[src/rtl/add_round_key_stream_if.sv]
`timescale 1ns/1ps
// ---------------------------------------------------------------------------
// add_round_key_stream_if
// Bundles the key-load port and both valid/ready stream ports of the
// column-serial AddRoundKey stage.
//   key_we / key_waddr / key_wdata : round-key store write port
//   in_valid / in_ready / in_round / in_data  : input beat stream
//   in_inv (AES_ARK_INV_ORDER_EN only)        : decryption key order
//   out_valid / out_ready / out_data / out_last / out_err : output beats
// Modports: slave = the AddRoundKey stage, master = the block driving it.
// Optional feature macro: AES_ARK_INV_ORDER_EN (adds in_inv).
// ---------------------------------------------------------------------------
interface add_round_key_stream_if #(
    parameter int NB   = 4,
    parameter int COLS = 1,
    parameter int NR   = 10
);
    localparam int RW = $clog2(NR + 1);

    logic                 key_we;
    logic [RW-1:0]        key_waddr;
    logic [32*NB-1:0]     key_wdata;

    logic                 in_valid;
    logic                 in_ready;
    logic [RW-1:0]        in_round;
`ifdef AES_ARK_INV_ORDER_EN
    logic                 in_inv;
`endif
    logic [32*COLS-1:0]   in_data;

    logic                 out_valid;
    logic                 out_ready;
    logic [32*COLS-1:0]   out_data;
    logic                 out_last;
    logic                 out_err;

    modport slave (
`ifdef AES_ARK_INV_ORDER_EN
        input  in_inv,
`endif
        input  key_we, key_waddr, key_wdata,
        input  in_valid, in_round, in_data,
        output in_ready,
        output out_valid, out_data, out_last, out_err,
        input  out_ready
    );

    modport master (
`ifdef AES_ARK_INV_ORDER_EN
        output in_inv,
`endif
        output key_we, key_waddr, key_wdata,
        output in_valid, in_round, in_data,
        input  in_ready,
        input  out_valid, out_data, out_last, out_err,
        output out_ready
    );
endinterface

[src/rtl/add_round_key_stream.sv]
`timescale 1ns/1ps
// ---------------------------------------------------------------------------
// add_round_key_stream
// Streaming, column-serial AddRoundKey stage. An AES state of NB 32-bit
// columns arrives as BEATS = NB/COLS beats of COLS columns; each beat is
// XORed with the matching columns of one round key taken from an internal
// store of NR+1 keys, through a single registered valid/ready stage.
//
// Ports:
//   clk   : clock, rising edge
//   rst   : asynchronous reset, active-low (clears pipeline and key store)
//   bus   : add_round_key_stream_if.slave
//           key_we/key_waddr/key_wdata : load one round key
//           in_valid/in_ready/in_round/in_data : input beats (in_round is
//             sampled on the first beat of a block only)
//           out_valid/out_ready/out_data/out_last/out_err : output beats
//
// Optional feature macro: AES_ARK_INV_ORDER_EN
//   When defined, bus.in_inv is sampled with in_round on the first beat and,
//   when set, selects round key NR - in_round (decryption order).
// ---------------------------------------------------------------------------
module add_round_key_stream #(
    parameter int NB   = 4,
    parameter int COLS = 1,
    parameter int NR   = 10
) (
    input  logic                    clk,
    input  logic                    rst,
    add_round_key_stream_if.slave   bus
);

    localparam int RW    = $clog2(NR + 1);
    localparam int BEATS = NB / COLS;
    localparam int BW    = (BEATS > 1) ? $clog2(BEATS) : 1;
    // The store is sized to the full index space so every RW-bit index is a
    // legal array address; entries above NR are never written and stay zero.
    localparam int DEPTH = 1 << RW;

    localparam logic [RW-1:0] LAST_ROUND = RW'(NR);
    localparam logic [BW-1:0] LAST_BEAT  = BW'(BEATS - 1);

    // Elaboration-time parameter sanity.
    if ((COLS < 1) || ((NB % COLS) != 0)) begin : g_bad_cols
        $error("add_round_key_stream: COLS must divide NB");
    end

    // ---------------------------------------------------------------------
    // State
    // ---------------------------------------------------------------------
    logic [32*NB-1:0]   key_mem [DEPTH];
    logic [BW-1:0]      beat_q;
    logic [RW-1:0]      held_round_q;
    logic               held_err_q;

    logic               out_valid_q;
    logic [32*COLS-1:0] out_data_q;
    logic               out_last_q;
    logic               out_err_q;

    // ---------------------------------------------------------------------
    // Handshake: one stage, a slot frees up whenever the current beat leaves.
    // ---------------------------------------------------------------------
    logic accept;

    assign bus.in_ready = !out_valid_q || bus.out_ready;
    assign accept       = bus.in_valid && bus.in_ready;

    // ---------------------------------------------------------------------
    // Round selection: beat 0 takes the index from the input, later beats
    // reuse the index captured at beat 0 so in_round may change freely.
    // ---------------------------------------------------------------------
    logic               first_beat;
    logic [RW-1:0]      eff_round;
    logic               eff_err;

    always_comb begin
        first_beat = (beat_q == '0);
        eff_round  = held_round_q;
        eff_err    = held_err_q;
        if (first_beat) begin
            eff_err = (bus.in_round > LAST_ROUND);
`ifdef AES_ARK_INV_ORDER_EN
            // Out-of-range input wraps here, but eff_err forces a zero key.
            eff_round = bus.in_inv ? (LAST_ROUND - bus.in_round) : bus.in_round;
`else
            eff_round = bus.in_round;
`endif
        end
    end

    // ---------------------------------------------------------------------
    // Key column fetch. Reads the registered store, so a write in the same
    // cycle as an accepted beat is only visible to later beats.
    // ---------------------------------------------------------------------
    logic [32*NB-1:0]   key_sel;
    logic [32*COLS-1:0] key_cols;

    always_comb begin
        // NOTE: every combinational output gets a default first so no path
        // leaves it unassigned and no latch is inferred.
        key_sel  = eff_err ? '0 : key_mem[eff_round];
        key_cols = '0;
        for (int c = 0; c < COLS; c++) begin
            key_cols[32*c +: 32] = key_sel[32*(int'(beat_q)*COLS + c) +: 32];
        end
    end

    // ---------------------------------------------------------------------
    // Key store
    // ---------------------------------------------------------------------
    always_ff @(posedge clk or negedge rst) begin
        if (!rst) begin
            // NOTE: the store is reset explicitly because the cipher relies
            // on it reading as all-zero until reloaded; this costs a reset
            // tree on every bit, so only memories with that need get one.
            for (int i = 0; i < DEPTH; i++) begin
                key_mem[i] <= '0;
            end
        end else if (bus.key_we && (bus.key_waddr <= LAST_ROUND)) begin
            key_mem[bus.key_waddr] <= bus.key_wdata;
        end
    end

    // ---------------------------------------------------------------------
    // Beat counter and held round index
    // ---------------------------------------------------------------------
    always_ff @(posedge clk or negedge rst) begin
        if (!rst) begin
            beat_q       <= '0;
            held_round_q <= '0;
            held_err_q   <= 1'b0;
        end else if (accept) begin
            // NOTE: sequential state uses non-blocking assignments so every
            // register samples pre-edge values regardless of block order.
            if (beat_q == LAST_BEAT) begin
                beat_q <= '0;
            end else begin
                beat_q <= beat_q + 1'b1;
            end
            if (first_beat) begin
                held_round_q <= eff_round;
                held_err_q   <= eff_err;
            end
        end
    end

    // ---------------------------------------------------------------------
    // Output register: loads on accept, holds while stalled, and drops
    // valid once the beat has been taken with nothing new behind it.
    // ---------------------------------------------------------------------
    always_ff @(posedge clk or negedge rst) begin
        if (!rst) begin
            out_valid_q <= 1'b0;
            out_data_q  <= '0;
            out_last_q  <= 1'b0;
            out_err_q   <= 1'b0;
        end else if (accept) begin
            out_valid_q <= 1'b1;
            out_data_q  <= bus.in_data ^ key_cols;
            out_last_q  <= (beat_q == LAST_BEAT);
            out_err_q   <= eff_err;
        end else if (bus.out_ready) begin
            out_valid_q <= 1'b0;
        end
    end

    assign bus.out_valid = out_valid_q;
    assign bus.out_data  = out_data_q;
    assign bus.out_last  = out_last_q;
    assign bus.out_err   = out_err_q;

endmodule
[src/flat_wrapper.sv]
// flat-port wrapper written by rule: the top's interface ports become plain ports
module add_round_key_stream_flat 
#(
    parameter int NB   = 4,
    parameter int COLS = 1,
    parameter int NR   = 10
)
  (clk, rst, bus_key_we, bus_key_waddr, bus_key_wdata, bus_in_valid, bus_in_round, bus_in_data, bus_in_ready, bus_out_valid, bus_out_data, bus_out_last, bus_out_err, bus_out_ready);
  add_round_key_stream_if #(.NB(NB), .COLS(COLS), .NR(NR)) bus_i ();
  input  logic clk;
  input  logic rst;
  input wire logic [$bits(bus_i.key_we)-1:0] bus_key_we;
  input wire logic [$bits(bus_i.key_waddr)-1:0] bus_key_waddr;
  input wire logic [$bits(bus_i.key_wdata)-1:0] bus_key_wdata;
  input wire logic [$bits(bus_i.in_valid)-1:0] bus_in_valid;
  input wire logic [$bits(bus_i.in_round)-1:0] bus_in_round;
  input wire logic [$bits(bus_i.in_data)-1:0] bus_in_data;
  output wire logic [$bits(bus_i.in_ready)-1:0] bus_in_ready;
  output wire logic [$bits(bus_i.out_valid)-1:0] bus_out_valid;
  output wire logic [$bits(bus_i.out_data)-1:0] bus_out_data;
  output wire logic [$bits(bus_i.out_last)-1:0] bus_out_last;
  output wire logic [$bits(bus_i.out_err)-1:0] bus_out_err;
  input wire logic [$bits(bus_i.out_ready)-1:0] bus_out_ready;
  assign bus_i.key_we = bus_key_we;
  assign bus_i.key_waddr = bus_key_waddr;
  assign bus_i.key_wdata = bus_key_wdata;
  assign bus_i.in_valid = bus_in_valid;
  assign bus_i.in_round = bus_in_round;
  assign bus_i.in_data = bus_in_data;
  assign bus_in_ready = bus_i.in_ready;
  assign bus_out_valid = bus_i.out_valid;
  assign bus_out_data = bus_i.out_data;
  assign bus_out_last = bus_i.out_last;
  assign bus_out_err = bus_i.out_err;
  assign bus_i.out_ready = bus_out_ready;
  add_round_key_stream #(.NB(NB), .COLS(COLS), .NR(NR)) u_core (.clk(clk), .rst(rst), .bus(bus_i));
endmodule
[config.mk]
export PLATFORM = sky130hd
export DESIGN_NAME = add_round_key_stream_flat
export DESIGN_NICKNAME = d
export VERILOG_FILES = /design/src/rtl/add_round_key_stream_if.sv /design/src/rtl/add_round_key_stream.sv /design/src/flat_wrapper.sv
export SDC_FILE = /design/constraint.sdc
export NUM_CORES = 2
export LEC_CHECK = 0
export CORE_MARGIN = 2
export CORE_UTILIZATION = 45
export DETAILED_ROUTE_END_ITERATION = 10
export PLACE_DENSITY = 0.64
export SKIP_LAST_GASP = 1
export SYNTH_ARGS = -nofsm -noshare
export SYNTH_HDL_FRONTEND = slang
export SYNTH_SLANG_ARGS = --single-unit
[constraint.sdc]
create_clock -name clk -period 2.66 [get_ports clk]
set_input_delay 0.266 -clock clk [delete_from_list [all_inputs] [get_ports clk]]
set_output_delay 0.266 -clock clk [all_outputs]
set_load 0.01 [all_outputs]
# == Word-level counts from Yosys, hierarchy flattened ==
# Index checks and enable logic that the tools add are counted.
# Widths: inputs -> output; s select.
# word_totals
register_bits,2090
latchBits,0
ramBits,0
romBits,0
input_bits,173
output_inout_bits,36
word_cells,54
n_memories,0
# op_classes
n_addsub,1
multipliers,0
div,0
order_cmp,5
eq_ne,1
shifts,1
mux,12
bitwise,3
reduce_logical,8
# ops
operator,n
$bwmux 2048,1
$bmux 128 s4,1
$demux 128 s4,1
$mux 128,4
$shiftx 128x8->32,1
$xor 32x32->32,1
$ge 5x5->1 const B,2
$not 4->5,2
$lt 5x1->1 const B,1
$gt 4x4->1 const B,1
$le 4x4->1 const B,1
$mux 4,1
$logic_and 1x1->1,3
$mux 1,3
$add 2x1->2 const B,1
$eq 2x2->1 const B,1
$logic_not 2->1,1
$mux 2,1
$reduce_and 2->1,1
$reduce_bool 2->1,1
$logic_not 1->1,1
$logic_or 1x1->1,1

# == Depth between registers and ports, before layout ==
# logic_depth
word_depth,9
depth_mapped,16
mapped_depth_nobuf,10

# == Worst setup path after synthesis ==
# OpenSTA, ideal clock, no wires.
# synth_timing
kind,reg-to-reg
start,reg u_core.beat_q[0]
end,reg u_core.out_data_q[1] (netlist: u_core.bus.out_data[1])
setup_time_ns,0.104
arrival_ns,2.758
t_required_ns,2.556
path_slack_ns,-0.201
path_stages_with_launch,16
n_path_buf,5
period_less_slack_ns,2.861
path_cell_list,dfrtp_1 clkbuf_1 inv_1 ha_1 buf_4 mux2_4 buf_6 buf_6 buf_6 mux2i_1 a221oi_1 o21ai_0 a211o_1 o31ai_1 o21ai_0 o311ai_1
# synth_via
elab_chain_cells,9
word_cells_on_any_way,10
classes_between,shift: 1; mux: 6; bitwise: 2; reduce/logical: 1
# synth_rtl
element,line_no,text
"start, declared",add_round_key_stream.sv:51,logic [BW-1:0] beat_q;
"start signal, assigned",add_round_key_stream.sv:138,beat_q <= beat_q + 1'b1;
$logic_not 2->1,add_round_key_stream.sv:77,first_beat = (beat_q == '0);
$mux 4,add_round_key_stream.sv:80,if (first_beat) begin
$not 4->5 (not written as such),add_round_key_stream.sv:101,key_sel = eff_err ? '0 : key_mem[eff_round];
$bmux 128 s4,add_round_key_stream.sv:101,
$mux 128 (not written as such) (2 in a row),add_round_key_stream.sv:101,
$mux 128,add_round_key_stream.sv:101,
$shiftx 128x8->32 (*),add_round_key_stream.sv:104,key_cols[32*c +: 32] = key_sel[32*(int'(beat_q)*COLS + c) +: 32];
$xor 32x32->32 (*),add_round_key_stream.sv:159,out_data_q <= bus.in_data ^ key_cols;
"end signal, assigned",add_round_key_stream.sv:159,
"end, declared",add_round_key_stream.sv:56,logic [32*COLS-1:0] out_data_q;
# Mark *: on every way between the ends. The rest lies on a longest branch, timed or not. The select of a mux whose other input is x is not followed.
# A chain may end at the register's enable or synchronous reset.

# == Final worst setup path ==
# layout_timing
start,reg u_core.beat_q[1]
end,reg u_core.out_data_q[7] (netlist: u_core.bus.out_data[7])
# The elaborated chain is that of the path after synthesis.

==> impl_metrics.py <==
metrics = {
    "run_status": {
        "outcome": "complete, but fails checks",
        "violations": "setup timing",
    },
    "power": {
        "power_frac_seq_pct": 31.3,
        "power.total_mw": 128,
        "powerDensity_mw_per_mm2": 1150,
        "p_int_mw": 80.9,
        "clock_power_share_pct": 24.8,
        "irDropWorstVdd_v": 0.000906,
        "p_comb_share_pct": 43.9,
        "leakage_nw": 50.2,
        "switching_share_pct": 36.9,
        "power.switching_mw": 47.3,
    },
    "sta": {
        "finalSetupViolations": 32,
        "min_period_ps": 3260,
        "skew_ps": 47.8,
        "setup_ws_ps": -601,
        "maxSlewViolCount": 0,
        "tightest_slew_ps": 1040,
        "max_freq_mhz": 307,
        "fin_hold_ws_ps": 71.3,
        "hold_violations": 0,
        "slew_headroom_pct": 30.4,
        "min_period_over_period_pct": 123,
        "rsz0062_at_grt": "true",
    },
    "yosys": {
        "synth_fa_ha_area_share_pct": 0.0272,
        "synth_simple_gate_area_share_pct": 8.93,
        "synth_top_flop_cell": "dfrtp_1",
        "syn_avg_cell_area_um2": 11.6,
        "synth-compound-area-share_pct": 5.10,
        "yosys.area_share.xor_xnor_pct": 0.0760,
        "syn_area_mm2": 0.0921,
        "ys_types": 46,
        "yosysTopAreaCellShare_pct": 56.8,
        "syn_inst": 7929,
        "synth_edf_count": 0,
        "ys_ff_latch": 2090,
        "synth_top_cell_by_area": "dfrtp_1",
        "async_flop_share_pct": 100,
        "synth_top_family_by_area": "multiplexers",
        "synth_mux_area_share_pct": 23.4,
        "synth.area.top_cells": "dfrtp_1, mux2_2, mux2i_1",
        "yosysWarnings": 0,
        "synth.yosys.seq_area_share_pct": 56.8,
        "syn_nets": 8104,
    },
    "floorplanning": {
        "dieArea_mm2": 0.208,
        "die_y_um": 456,
        "num_rows": 166,
        "coreArea_mm2": 0.204,
        "pin_count": 209,
        "die_w_um": 456,
        "initial_utilization_pct": 45.1,
    },
    "min_path": {
        "hold_path_depth": 3,
        "min-delay-path-class": "primary input to flip-flop",
    },
    "setup_path": {
        "cp_top_family": "compound AO/OA/AOI/OAI gates",
        "r2r_slack_ps": -600,
        "rr_startpoint": "u_core.beat_q[1]$_DFFE_PN0P_",
        "worstSetupPathDepth": 14,
        "startpoint": "u_core.beat_q[1]$_DFFE_PN0P_",
        "cp.arrival_ps": 4030,
        "r2r_end": "u_core.bus.out_data[7]$_DFFE_PN0P_",
        "cp_num_buf_inv": 5,
        "endpoint_kind": "flip-flop",
        "crit_type": "flip-flop to flip-flop",
        "reg2reg_depth": 14,
        "cp-start-kind": "flip-flop",
        "slowest_stage": "mux2_4",
        "cp.required_ps": 3430,
        "crit_path_end": "u_core.bus.out_data[7]$_DFFE_PN0P_",
        "path_cells": "inv_2 > ha_4 > buf_12 > mux2_4 > buf_16 > buf_16 > buf_12 > mux2i_2 > a221oi_2 > o21ai_1 > a211o_4 > o31ai_4 > o21ai_2 > o311ai_2",
        "crit_fanout": 7,
        "max_stage_delay_ps": 440,
    },
    "route": {
        "routed_wl_mm": 282,
        "ant_nets": 0,
        "drtIter0Drc": 5201,
        "first_pass_iters": 5,
        "wl_per_cell_um": 26.3,
        "drcViolationCount": 0,
        "vias": 61815,
        "vias_per_cell": 5.77,
    },
    "final_layout": {
        "layout.nets": 7992,
        "area_delta_synth_final_pct": 20.8,
        "seqCellArea_mm2": 0.0523,
        "fillCellCount": 16581,
        "drive_above_1_share_pct": 35.7,
        "multi_input_area_mm2": 0.0368,
    },
    "clocking": {
        "cts_root_buf": "clkbuf_16",
        "clockBufferDepth": 3,
        "clock_latency_ps": 890,
        "htreeDepth": 4,
        "cts_tree": "done",
        "cts.reportedPaths.clkPinSlew_ps": 60,
        "cts_sinks": 2090,
        "cts_inserted_buffers": 213,
    },
    "grt": {
        "grt_pass1_vias": 63225,
        "grt_max_degree": 170,
        "grt_first_pass_wirelength_mm": 418,
        "grt_usage_pct": 26.4,
        "antenna_found_initial": 43,
        "grt_overflow": 0,
    },
    "placed_design": {
        "gp_congestion": 0.871,
        "dpl.hpwl_mm": 179,
        "port_buffers": 208,
    },
    "flow_run": {
        "cap_viol_max_count": 0,
    },
}
## worst min-delay path by stage
stage,startpoint,end,slack (ps)
detailed placement,rst,u_core.key_mem[1797]$_DFFE_PN0P_,180
finish,bus_in_data[18],u_core.bus.out_data[18]$_DFFE_PN0P_,70
floorplan,rst,u_core.beat_q[0]$_DFFE_PN0P_,-30
global route,bus_in_data[28],u_core.bus.out_data[28]$_DFFE_PN0P_,40
global placement,rst,u_core.key_mem[1797]$_DFFE_PN0P_,180
CTS,bus_in_data[28],u_core.bus.out_data[28]$_DFFE_PN0P_,6
## registers in the layout, indices dropped and copies added (netlist names)
| register | count |
|---|---|
| u_core.key_mem | 2048 |
| u_core.bus.out_data | 32 |
| u_core.held_round_q | 4 |
| u_core.beat_q | 2 |
| u_core.bus.out_err | 1 |
| u_core.bus.out_last | 1 |
| u_core.bus.out_valid | 1 |
| u_core.held_err_q | 1 |
## power by group through the flow
stage | registers, mW | logic (mW) | clock network [mW]
5_1_grt | 40.6 | 59.3 | 33.6
4_1_cts | 40.0 | 51.7 | 32.3
2_1_floorplan | 39.6 | 27.0 | 0
6_report | 40.1 | 56.3 | 31.9
3_5_place_dp | 40.5 | 48.0 | 0
3_3_place_gp | 40.2 | 47.6 | 0
## cells by family (layout without fill, tap and decap cells)
| group | count (synthesis) | count (layout) |
|---|---|---|
| buf+inv | 1283 | 1346 |
| compound gates | 627 | 627 |
| fa+ha+maj | 2 | 2 |
| flops | 2090 | 2090 |
| mux | 1976 | 1980 |
| simple gates | 1943 | 1943 |
| other cells | 0 | 24 |
| xor+xnor | 8 | 8 |
## placed cells by master (no fill, tap or decap), types with 39 or more instances in the layout
cell / count
dfrtp_1: 2090
buf_4: 445
buf_12: 196
a211oi_1: 94
clkbuf_1: 40
o21ai_0: 45
buf_6: 40
a211oi_2: 80
mux2i_1: 529
nand3_1: 640
clkinv_2: 39
clkbuf_16: 234
a221oi_2: 83
o21ai_1: 70
nand2_1: 1207
mux2_2: 1412
clkdlybuf4s50_1: 207
clkbuf_8: 60
## cell type report
type | count | share of cell area, %
antenna | 24 | 0.0540
tap | 2688 | 3.02
timing repair buffer | 948 | 10.0
inverter | 4 | 0.0135
clock buffer | 315 | 5.71
clock inverter | 79 | 1.06
multi-input combinational | 4560 | 33.1
sequential | 2090 | 47.0
## worst reg2reg max path, cell delays in order, from the launching register on
cell      delay, ps
dfrtp_1         390
inv_2            80
ha_4            180
buf_12          120
mux2_4          450
buf_16          220
buf_16          160
buf_12          170
mux2i_2         150
a221oi_2        370
o21ai_1         160
a211o_4         430
o31ai_4         110
o21ai_2         100
o311ai_2         80
## per-layer routing
| metal | GRT usage (%) | part of all wire (%) | vias up |
|---|---|---|---|
| li1 | - | - | 26848 |
| met5 | 0 | 0.034 | - |
| met4 | 12.9 | 4.9 | 14 |
| met2 | 42.3 | 47 | 2021 |
| met3 | 3.91 | 5.6 | 572 |
| met1 | 35.2 | 42 | 32360 |
## Yosys cell counts, types with 2 or more instances
| master | count |
|---|---|
| dfrtp_1 | 2090 |
| mux2_2 | 1412 |
| nand2_1 | 1213 |
| clkbuf_1 | 1062 |
| nand3_1 | 644 |
| mux2i_1 | 560 |
| a211oi_1 | 178 |
| buf_2 | 144 |
| o21ai_0 | 118 |
| a221oi_1 | 111 |
| nor2_1 | 36 |
| a32oi_1 | 26 |
| buf_1 | 26 |
| buf_4 | 25 |
| a211o_1 | 24 |
| o311ai_1 | 24 |
| or2_1 | 24 |
| a21o_1 | 23 |
| buf_6 | 22 |
| o31ai_1 | 22 |
| a21oi_1 | 21 |
| o21ai_1 | 17 |
| a31oi_1 | 16 |
| a221oi_2 | 12 |
| o211ai_1 | 12 |
| a211oi_2 | 8 |
| nand2b_1 | 8 |
| xor2_1 | 8 |
| nand4_1 | 6 |
| o2111ai_1 | 6 |
| inv_1 | 4 |
| and2_1 | 3 |
| nor2b_1 | 3 |
| o2bb2ai_1 | 3 |
| a32o_1 | 2 |
| a41o_1 | 2 |
| ha_1 | 2 |
| mux2_1 | 2 |
| nand3b_1 | 2 |
| or3_1 | 2 |
## repair_timing
item | 4_1_cts | 5_1_grt
buffers inserted | 35 | 70
pin swaps | 83 | 137
endpoints found under the hold margin | 1255 | 0
resized for setup | 207 | 232
gates cloned | 12 | 21
hold buffers | 6 | 0
endpoints found under the setup margin | 32 | 32
## through the flow
step | setup WS (ps) | cells | setup TNS [ps] | utilization [%] | cell area (um2)
4_1_cts | -526 | 10601 | -15030 | 53.4 | 109000
3_3_place_gp | -1380 | 10156 | -27100 | 49.0 | 100000
3_5_place_dp | -1340 | 10156 | -27080 | 49.0 | 100000
2_1_floorplan | -20.4 | 7929 | -295 | - | 92600
5_1_grt | -697 | 10706 | -18010 | 54.5 | 111000
6_report | -601 | 10708 | -15310 | 54.5 | 111000
Note: power is estimated with default switching activity, not from simulation.
